===== src/rtl/store_buffer_fwd_pkg.sv =====
// Shared constants and byte-enable helpers for the LSU store buffer.
package store_buffer_fwd_pkg;

  localparam int unsigned SB_DEPTH_SPEC   = 4;
  localparam int unsigned SB_DEPTH_COMMIT = 4;
  localparam int unsigned SB_MAX_OUTST    = 2;
  localparam int unsigned SB_DATA_W       = 64;
  localparam int unsigned SB_BE_W         = 8;
  localparam int unsigned SB_SIZE_W       = 2;
  // Doubleword tag starts at bit 3; page offset ends at bit 11.
  localparam int unsigned SB_DW_LSB       = 3;
  localparam int unsigned SB_PAGE_LSB     = 12;

  function automatic logic be_overlaps(input logic [SB_BE_W-1:0] st_be,
                                       input logic [SB_BE_W-1:0] ld_be);
    return |(st_be & ld_be);
  endfunction

  function automatic logic be_covers(input logic [SB_BE_W-1:0] st_be,
                                     input logic [SB_BE_W-1:0] ld_be);
    return (st_be & ld_be) == ld_be;
  endfunction

endpackage


===== src/rtl/store_buffer_fwd_sb_queue.sv =====
// Circular FIFO exposing every entry, its valid bits, pointers and count.
module sb_queue #(
  parameter int unsigned DEPTH = 4,
  parameter int unsigned WIDTH = 8
) (
  input  logic                            clk_i,
  input  logic                            rst_ni,
  input  logic                            flush_i,
  input  logic                            push_i,
  input  logic [WIDTH-1:0]                wdata_i,
  input  logic                            pop_i,
  output logic [DEPTH-1:0][WIDTH-1:0]     entries_o,
  output logic [DEPTH-1:0]                valid_o,
  output logic [$clog2(DEPTH)-1:0]        rptr_o,
  output logic [$clog2(DEPTH)-1:0]        wptr_o,
  output logic [$clog2(DEPTH):0]          cnt_o
);

  localparam int unsigned PTR_W = $clog2(DEPTH);
  localparam int unsigned CNT_W = PTR_W + 1;

  logic [DEPTH-1:0][WIDTH-1:0] mem_q, mem_d;
  logic [DEPTH-1:0]            valid_q, valid_d;
  logic [PTR_W-1:0]            rptr_q, rptr_d, wptr_q, wptr_d;
  logic [CNT_W-1:0]            cnt_q, cnt_d;

  // Pop is applied before flush so a same-cycle retire survives the flush.
  always_comb begin
    mem_d   = mem_q;
    valid_d = valid_q;
    rptr_d  = rptr_q;
    wptr_d  = wptr_q;
    cnt_d   = cnt_q;
    if (pop_i) begin
      mem_d[rptr_q]   = '0;
      valid_d[rptr_q] = 1'b0;
      rptr_d          = rptr_q + PTR_W'(1);
    end
    if (flush_i) begin
      valid_d = '0;
      wptr_d  = rptr_d;
      cnt_d   = '0;
    end else begin
      if (push_i) begin
        mem_d[wptr_q]   = wdata_i;
        valid_d[wptr_q] = 1'b1;
        wptr_d          = wptr_q + PTR_W'(1);
      end
      cnt_d = cnt_q + CNT_W'(push_i) - CNT_W'(pop_i);
    end
  end

  always_ff @(posedge clk_i or negedge rst_ni) begin
    if (!rst_ni) begin
      mem_q   <= '0;
      valid_q <= '0;
      rptr_q  <= '0;
      wptr_q  <= '0;
      cnt_q   <= '0;
    end else begin
      mem_q   <= mem_d;
      valid_q <= valid_d;
      rptr_q  <= rptr_d;
      wptr_q  <= wptr_d;
      cnt_q   <= cnt_d;
    end
  end

  assign entries_o = mem_q;
  assign valid_o   = valid_q;
  assign rptr_o    = rptr_q;
  assign wptr_o    = wptr_q;
  assign cnt_o     = cnt_q;

endmodule


===== src/rtl/store_buffer_fwd.sv =====
// Two-stage store buffer (speculative + commit queue) with store-to-load forwarding.
module store_buffer_fwd
  import store_buffer_fwd_pkg::*;
#(
  parameter int unsigned DEPTH_SPEC   = SB_DEPTH_SPEC,
  parameter int unsigned DEPTH_COMMIT = SB_DEPTH_COMMIT,
  parameter int unsigned ADDR_W       = 64,
  parameter int unsigned MAX_OUTST    = SB_MAX_OUTST
) (
  input  logic                  clk_i,
  input  logic                  rst_ni,
  input  logic                  flush_i,
  output logic                  no_st_pending_o,
  input  logic                  valid_i,
  output logic                  spec_ready_o,
  input  logic [ADDR_W-1:0]     paddr_i,
  input  logic [SB_DATA_W-1:0]  data_i,
  input  logic [SB_BE_W-1:0]    be_i,
  input  logic [SB_SIZE_W-1:0]  size_i,
  input  logic                  commit_i,
  output logic                  commit_ready_o,
  input  logic                  ld_valid_i,
  input  logic [ADDR_W-1:0]     ld_paddr_i,
  input  logic [SB_BE_W-1:0]    ld_be_i,
  output logic                  fwd_hit_o,
  output logic [SB_DATA_W-1:0]  fwd_data_o,
  output logic                  offset_match_o,
  output logic                  mem_req_o,
  input  logic                  mem_gnt_i,
  output logic [ADDR_W-1:0]     mem_addr_o,
  output logic [SB_DATA_W-1:0]  mem_wdata_o,
  output logic [SB_BE_W-1:0]    mem_be_o,
  output logic [SB_SIZE_W-1:0]  mem_size_o,
  input  logic                  mem_rvalid_i
);

  localparam int unsigned SP_W  = $clog2(DEPTH_SPEC);
  localparam int unsigned CM_W  = $clog2(DEPTH_COMMIT);
  localparam int unsigned SC_W  = SP_W + 1;
  localparam int unsigned CC_W  = CM_W + 1;
  localparam int unsigned OUT_W = $clog2(MAX_OUTST + 1);

  typedef struct packed {
    logic [ADDR_W-1:0]    addr;
    logic [SB_DATA_W-1:0] data;
    logic [SB_BE_W-1:0]   be;
    logic [SB_SIZE_W-1:0] size;
  } sb_entry_t;

  localparam int unsigned ENTRY_W = $bits(sb_entry_t);

  sb_entry_t                   push_entry;
  sb_entry_t [DEPTH_SPEC-1:0]  spec_mem;
  sb_entry_t [DEPTH_COMMIT-1:0] cm_mem;
  logic [DEPTH_SPEC-1:0]       spec_valid;
  logic [DEPTH_COMMIT-1:0]     cm_valid;
  logic [SP_W-1:0]             spec_rptr, spec_wptr, fwd_si;
  logic [CM_W-1:0]             cm_rptr, cm_wptr, fwd_ci;
  logic [SC_W-1:0]             spec_cnt;
  logic [CC_W-1:0]             cm_cnt;
  logic                        spec_push, mem_fire;
  logic [OUT_W-1:0]            outst_q, outst_d;
  logic                        fwd_found, fwd_push, fwd_off;
  logic [SB_BE_W-1:0]          fwd_be;
  logic [SB_DATA_W-1:0]        fwd_data;
  logic                        unused_ld_lsb;

  assign spec_push  = valid_i && !flush_i;
  assign push_entry = '{addr: paddr_i, data: data_i, be: be_i, size: size_i};

  sb_queue #(.DEPTH(DEPTH_SPEC), .WIDTH(ENTRY_W)) i_spec_q (
    .clk_i     (clk_i),
    .rst_ni    (rst_ni),
    .flush_i   (flush_i),
    .push_i    (spec_push),
    .wdata_i   (push_entry),
    .pop_i     (commit_i),
    .entries_o (spec_mem),
    .valid_o   (spec_valid),
    .rptr_o    (spec_rptr),
    .wptr_o    (spec_wptr),
    .cnt_o     (spec_cnt)
  );

  sb_queue #(.DEPTH(DEPTH_COMMIT), .WIDTH(ENTRY_W)) i_commit_q (
    .clk_i     (clk_i),
    .rst_ni    (rst_ni),
    .flush_i   (1'b0),
    .push_i    (commit_i),
    .wdata_i   (spec_mem[spec_rptr]),
    .pop_i     (mem_fire),
    .entries_o (cm_mem),
    .valid_o   (cm_valid),
    .rptr_o    (cm_rptr),
    .wptr_o    (cm_wptr),
    .cnt_o     (cm_cnt)
  );

  assign spec_ready_o    = spec_cnt < SC_W'(DEPTH_SPEC);
  assign commit_ready_o  = cm_cnt < CC_W'(DEPTH_COMMIT);
  assign no_st_pending_o = (cm_cnt == '0) && (outst_q == '0);

  assign mem_req_o   = cm_valid[cm_rptr] && (outst_q < OUT_W'(MAX_OUTST));
  assign mem_fire    = mem_req_o && mem_gnt_i;
  assign mem_addr_o  = cm_mem[cm_rptr].addr;
  assign mem_wdata_o = cm_mem[cm_rptr].data;
  assign mem_be_o    = cm_mem[cm_rptr].be;
  assign mem_size_o  = cm_mem[cm_rptr].size;

  always_comb begin
    outst_d = outst_q;
    case ({mem_fire, mem_rvalid_i})
      2'b10:   outst_d = outst_q + OUT_W'(1);
      2'b01:   outst_d = outst_q - OUT_W'(1);
      default: outst_d = outst_q;
    endcase
  end

  always_ff @(posedge clk_i or negedge rst_ni) begin
    if (!rst_ni) outst_q <= '0;
    else         outst_q <= outst_d;
  end

  function automatic logic dw_eq(input logic [ADDR_W-1:0] a, input logic [ADDR_W-1:0] b);
    return a[ADDR_W-1:SB_DW_LSB] == b[ADDR_W-1:SB_DW_LSB];
  endfunction

  function automatic logic off_eq(input logic [ADDR_W-1:0] a, input logic [ADDR_W-1:0] b);
    return a[SB_PAGE_LSB-1:SB_DW_LSB] == b[SB_PAGE_LSB-1:SB_DW_LSB];
  endfunction

  // Youngest-first search: in-flight push, then spec newest->oldest, then commit newest->oldest.
  always_comb begin
    fwd_found = 1'b0;
    fwd_push  = 1'b0;
    fwd_off   = 1'b0;
    fwd_be    = '0;
    fwd_data  = '0;
    fwd_si    = '0;
    fwd_ci    = '0;
    if (ld_valid_i) begin
      if (spec_push) begin
        if (dw_eq(paddr_i, ld_paddr_i) && be_overlaps(be_i, ld_be_i)) begin
          fwd_found = 1'b1;
          fwd_push  = 1'b1;
          fwd_be    = be_i;
        end
        if (off_eq(paddr_i, ld_paddr_i)) fwd_off = 1'b1;
      end
      for (int unsigned i = 0; i < DEPTH_SPEC; i++) begin
        fwd_si = spec_wptr - SP_W'(i + 1);
        if (spec_valid[fwd_si]) begin
          if (!fwd_found && dw_eq(spec_mem[fwd_si].addr, ld_paddr_i)
              && be_overlaps(spec_mem[fwd_si].be, ld_be_i)) begin
            fwd_found = 1'b1;
            fwd_be    = spec_mem[fwd_si].be;
            fwd_data  = spec_mem[fwd_si].data;
          end
          if (off_eq(spec_mem[fwd_si].addr, ld_paddr_i)) fwd_off = 1'b1;
        end
      end
      for (int unsigned i = 0; i < DEPTH_COMMIT; i++) begin
        fwd_ci = cm_wptr - CM_W'(i + 1);
        if (cm_valid[fwd_ci]) begin
          if (!fwd_found && dw_eq(cm_mem[fwd_ci].addr, ld_paddr_i)
              && be_overlaps(cm_mem[fwd_ci].be, ld_be_i)) begin
            fwd_found = 1'b1;
            fwd_be    = cm_mem[fwd_ci].be;
            fwd_data  = cm_mem[fwd_ci].data;
          end
          if (off_eq(cm_mem[fwd_ci].addr, ld_paddr_i)) fwd_off = 1'b1;
        end
      end
    end
  end

  assign fwd_hit_o      = fwd_found && !fwd_push && be_covers(fwd_be, ld_be_i);
  assign fwd_data_o     = fwd_hit_o ? fwd_data : '0;
  assign offset_match_o = !fwd_hit_o && fwd_off;
  assign unused_ld_lsb  = ^ld_paddr_i[SB_DW_LSB-1:0];

  a_push_full: assert property (@(posedge clk_i) disable iff (!rst_ni)
    spec_push |-> spec_ready_o);
  a_commit_legal: assert property (@(posedge clk_i) disable iff (!rst_ni)
    commit_i |-> ((spec_cnt != '0) && commit_ready_o));
  a_rvalid_legal: assert property (@(posedge clk_i) disable iff (!rst_ni)
    mem_rvalid_i |-> (outst_q != '0));

endmodule

===== config.mk =====
export PLATFORM = sky130hd
export DESIGN_NAME = store_buffer_fwd
export DESIGN_NICKNAME = d
export VERILOG_FILES = /design/src/rtl/store_buffer_fwd_pkg.sv /design/src/rtl/store_buffer_fwd_sb_queue.sv /design/src/rtl/store_buffer_fwd.sv
export SDC_FILE = /design/constraint.sdc
export NUM_CORES = 2
export LEC_CHECK = 0
export ABC_AREA = 0
export ABC_CLOCK_PERIOD_IN_PS = 12700
export CELL_PAD_IN_SITES_DETAIL_PLACEMENT = 1
export CELL_PAD_IN_SITES_GLOBAL_PLACEMENT = 2
export CORE_ASPECT_RATIO = 0.8
export CORE_MARGIN = 2
export CORE_UTILIZATION = 42
export DETAILED_ROUTE_END_ITERATION = 10
export GPL_TIMING_DRIVEN = 0
export PLACE_DENSITY_LB_ADDON = 0.1
export REMOVE_ABC_BUFFERS = 1
export SLEW_MARGIN = 20
export SYNTH_ARGS = -nofsm -noshare
export SYNTH_HDL_FRONTEND = slang
export SYNTH_SLANG_ARGS = --single-unit

===== constraint.sdc =====
create_clock -name clk_i -period 12.7 [get_ports clk_i]
set_input_delay 3.175 -clock clk_i [delete_from_list [all_inputs] [get_ports clk_i]]
set_output_delay 3.175 -clock clk_i [all_outputs]
set_load 0.005 [all_outputs]

==> out/results.ini <==
[cts]
insertion_delay_ps = 830
cts_buffers = 139
hold_buffers = 0
cts_tree = yes
clk_path_buf_depth = 3
cts_root_buffer = clkbuf_16
clock-sinks = 1128
clkSlewWorstSetupHoldPaths_ps = 60
htree_levels = 4

[synthesis]
ys_warn_count = 0
synth_largest_area_cell = dfrtp_1
syn_area_per_cell_sq_um = 11.39
synthTopCellsByArea = dfrtp_1 32%, mux4_2 30%, nand2_1 5.6%, a22o_1 5.6%, xnor2_1 4.3%
yosysTopAreaCellShare = 0.3220
syn-instance-count = 7694
synth_edf_count = 0
ys_ff_latch = 1128
netlist_area_sq_um = 87660
async_reset_ff_frac = 1.000
synth_top_flop_cell = dfrtp_1
ys_seq_area_frac = 0.3220
ys_types = 93

[place]
gp_congestion = 1.037
hpwl_mm = 298.9
placed_area_sq_um = 97810
io_buffers = 422
place_inst = 10281

[pwr]
power.switching_mw = 13.69
internal_power_mw = 15.32
peakVddDrop_v = 0.0002203
power_frac_clock = 0.143
swShare = 0.4720
power_density_nw_per_um2 = 280.6
power_frac_seq = 0.235
power.total_mw = 29.01
p_leak_nw = 41.81
combPwrFrac = 0.622

[worst_setup_path]
worstRegToRegCells = 9
cp_max_fo = 12
worstSetupPathType = input pin to output pin
regToRegSetupSlack_ps = 8940
crit_required_ps = 9520
crit_path_end_kind = output pin
crit_arrival_ps = 9580
reg2reg_from = i_commit_q.rptr_o[1]
start_kind = input pin
timing.rr.end = i_commit_q.entries_o[290]

[min_path]
min-delay-start = i_spec_q.entries_o[489]
hold_depth = 2
min_to = i_spec_q.entries_o[489]
hp-class = register to register

[sta]
fmax_mhz = 78.41
period_share = 1.004
hold_violations = 0
finalCriticalPeriod_ps = 12750
skew_ps = 66.88
slew_headroom = 0.08841
setup_violations = 4
worst_slack_ps = -53.44
slew_viol_final = 0
worstMarginPinSlew_ps = 1358

[job]
maxCapViolCount = 0

[route]
ant_nets = 0
drt_iter0_drc = 10573
routed_wl_mm = 426.1
route.met3.wl_mm = 53.26
highest_layer = met5
wire_per_inst_microns = 40.25
drcViolationCount = 0
vias = 78153
wl_met2_mm = 186.1
viasPerCell = 7.383
dr.pass1.iters = 8
wl_met1_mm = 167.0

[grt]
gr-total-overflow = 0
grt_pass1_wl_mm = 603.6
antenna_found_initial = 52
grt_max_degree = 134
grt_use_total = 0.3953
first_global_vias = 77826

[status]
outcome = finished, violations left
violations = setup timing

[finish]
drive_gt1_frac = 0.2356
final_cells = 10585
design_area_sq_um = 103400
mostFrequentLayoutCell = nand2_1
layout_common_cells = 1302 x nand2_1, 1156 x mux4_2, 1120 x dfrtp_1, 590 x nand3_1, 558 x a22o_1
synthToLayoutAreaGrowth_pct = 17.95
nNetsFinal = 7965

[floorplan]
core.rowCount = 149
coreArea_sq_um = 206800
die_h_microns = 412.6
dieWidth_microns = 514.8
die-area_sq_um = 212400
initial_core_util = 0.4240
ios = 426

-- power groups by stage --
stage | clock (mW) | combinational, mW | sequential [mW]
global placement | 0 | 16.6 | 8.47
detailed placement | 0 | 17.3 | 6.81
finish | 4.15 | 18.0 | 6.83
global route | 4.33 | 18.6 | 7.03
floorplan | 0 | 12.7 | 7.61
CTS | 4.19 | 17.5 | 6.75
-- routing by layer --
metal	global-route usage	vias to the layer above
met3	0.1401	929
li1	-	30285
met4	0.1677	30
met2	0.5737	4905
met5	0	-
met1	0.5353	42004
-- cell families (layout without fill, tap and decap cells) --
family | count (synthesis) | count (layout) | share of synthesized area
flip-flops | 1128 | 1128 | 0.3220
multiplexers | 1437 | 1437 | 0.3340
other | 0 | 39 | 0
AND/OR/NAND/NOR | 2468 | 2469 | 0.1296
adder cells (fa/ha/maj) | 23 | 23 | 0.003454
buffers and inverters | 994 | 1127 | 0.05003
AO/OA/AOI/OAI | 1145 | 1145 | 0.1111
XOR/XNOR | 499 | 499 | 0.04986
-- stage by stage --
step	hold WS (ps)	worst slack (ps)	TNS [ps]	util
final	497.9	-53.44	-116.0	0.5001
after global routing	516.5	-7.720	-10.98	0.5000
after CTS	501.5	18.93	0	0.4980
after detailed placement	483.7	-2026	-106830	0.4731
after global placement	474.4	-56100	-	0.4434
after floorplan	455.8	-25930	-	-
-- worst max path at each step --
stage                              start                        end  slack [ps]  depth (start not counted)
global placement    i_commit_q.wptr_o[0]  i_commit_q.entries_o[424]      -56100                          4
floorplan             i_spec_q.wptr_o[0]              fwd_data_o[0]      -25930                         15
detailed placement        ld_paddr_i[19]             fwd_data_o[32]       -2030                         19
finish                    ld_paddr_i[28]             fwd_data_o[32]         -50                         18
global route        i_commit_q.wptr_o[1]             fwd_data_o[21]          -8                         25
CTS                       ld_paddr_i[51]             fwd_data_o[33]          20                         19
-- state kept, by name (all words and copies together) (netlist names) --
signal and flops:
outst_q 2, i_spec_q.cnt_o 3, i_commit_q.cnt_o 3, i_spec_q.entries_o 552, i_commit_q.wptr_o 2, i_spec_q.wptr_o 2
i_commit_q.rptr_o 2, i_spec_q.valid_o 4, i_commit_q.entries_o 552, i_spec_q.rptr_o 2, i_commit_q.valid_o 4
-- synth_stat cells, drive strengths merged, types with 18 or more instances --
| cell | count |
|---|---|
| o221ai | 187 |
| clkbuf | 493 |
| a222oi | 55 |
| o22ai | 31 |
| nand4 | 180 |
| nor4 | 71 |
| o221a | 52 |
| inv | 202 |
| xor2 | 66 |
| nand3 | 590 |
| nand2b | 26 |
| a211oi | 18 |
| buf | 287 |
| a22oi | 47 |
| ha | 21 |
| nor3 | 47 |
| a22o | 558 |
| xnor2 | 433 |
| mux4 | 1182 |
| nor2 | 80 |
| a21oi | 18 |
| o21ai | 62 |
| dfrtp | 1128 |
| nor2b | 43 |
| mux2i | 233 |
| mux2 | 22 |
| nand2 | 1311 |
-- cell type report --
| class | instances | area (sq um) |
|---|---|---|
| clock inverters | 42 | 483.0 |
| well taps | 2718 | 3401 |
| repair buffers | 679 | 10240 |
| multi-input cells | 5573 | 56070 |
| diodes | 39 | 97.59 |
| flip-flops and latches | 1128 | 28260 |
| inverters | 203 | 782.0 |
| clock buffers | 203 | 4064 |
| fillers | 20929 | 103300 |
-- timing repair --
action / CTS / global route
endpoints found under the setup margin: 66 / 29
setup buffers: 17 / 2
resized for setup: 107 / 52
cloned: 1 / 0
pin swaps: 7 / 4
-- worst max-delay path: stages --
cell	delay, ps
dlygate4sd2_1	1050
xnor2_1	440
a2111oi_1	810
nor2_1	260
or4_1	700
o21ai_4	390
or4_4	240
o211ai_1	100
a21oi_1	150
o211ai_1	140
nor4_4	330
buf_6	190
buf_6	160
buf_8	160
buf_6	170
buf_4	220
nor3b_1	240
clkdlybuf4s50_1	570
Power figures use the tool's default switching activity.
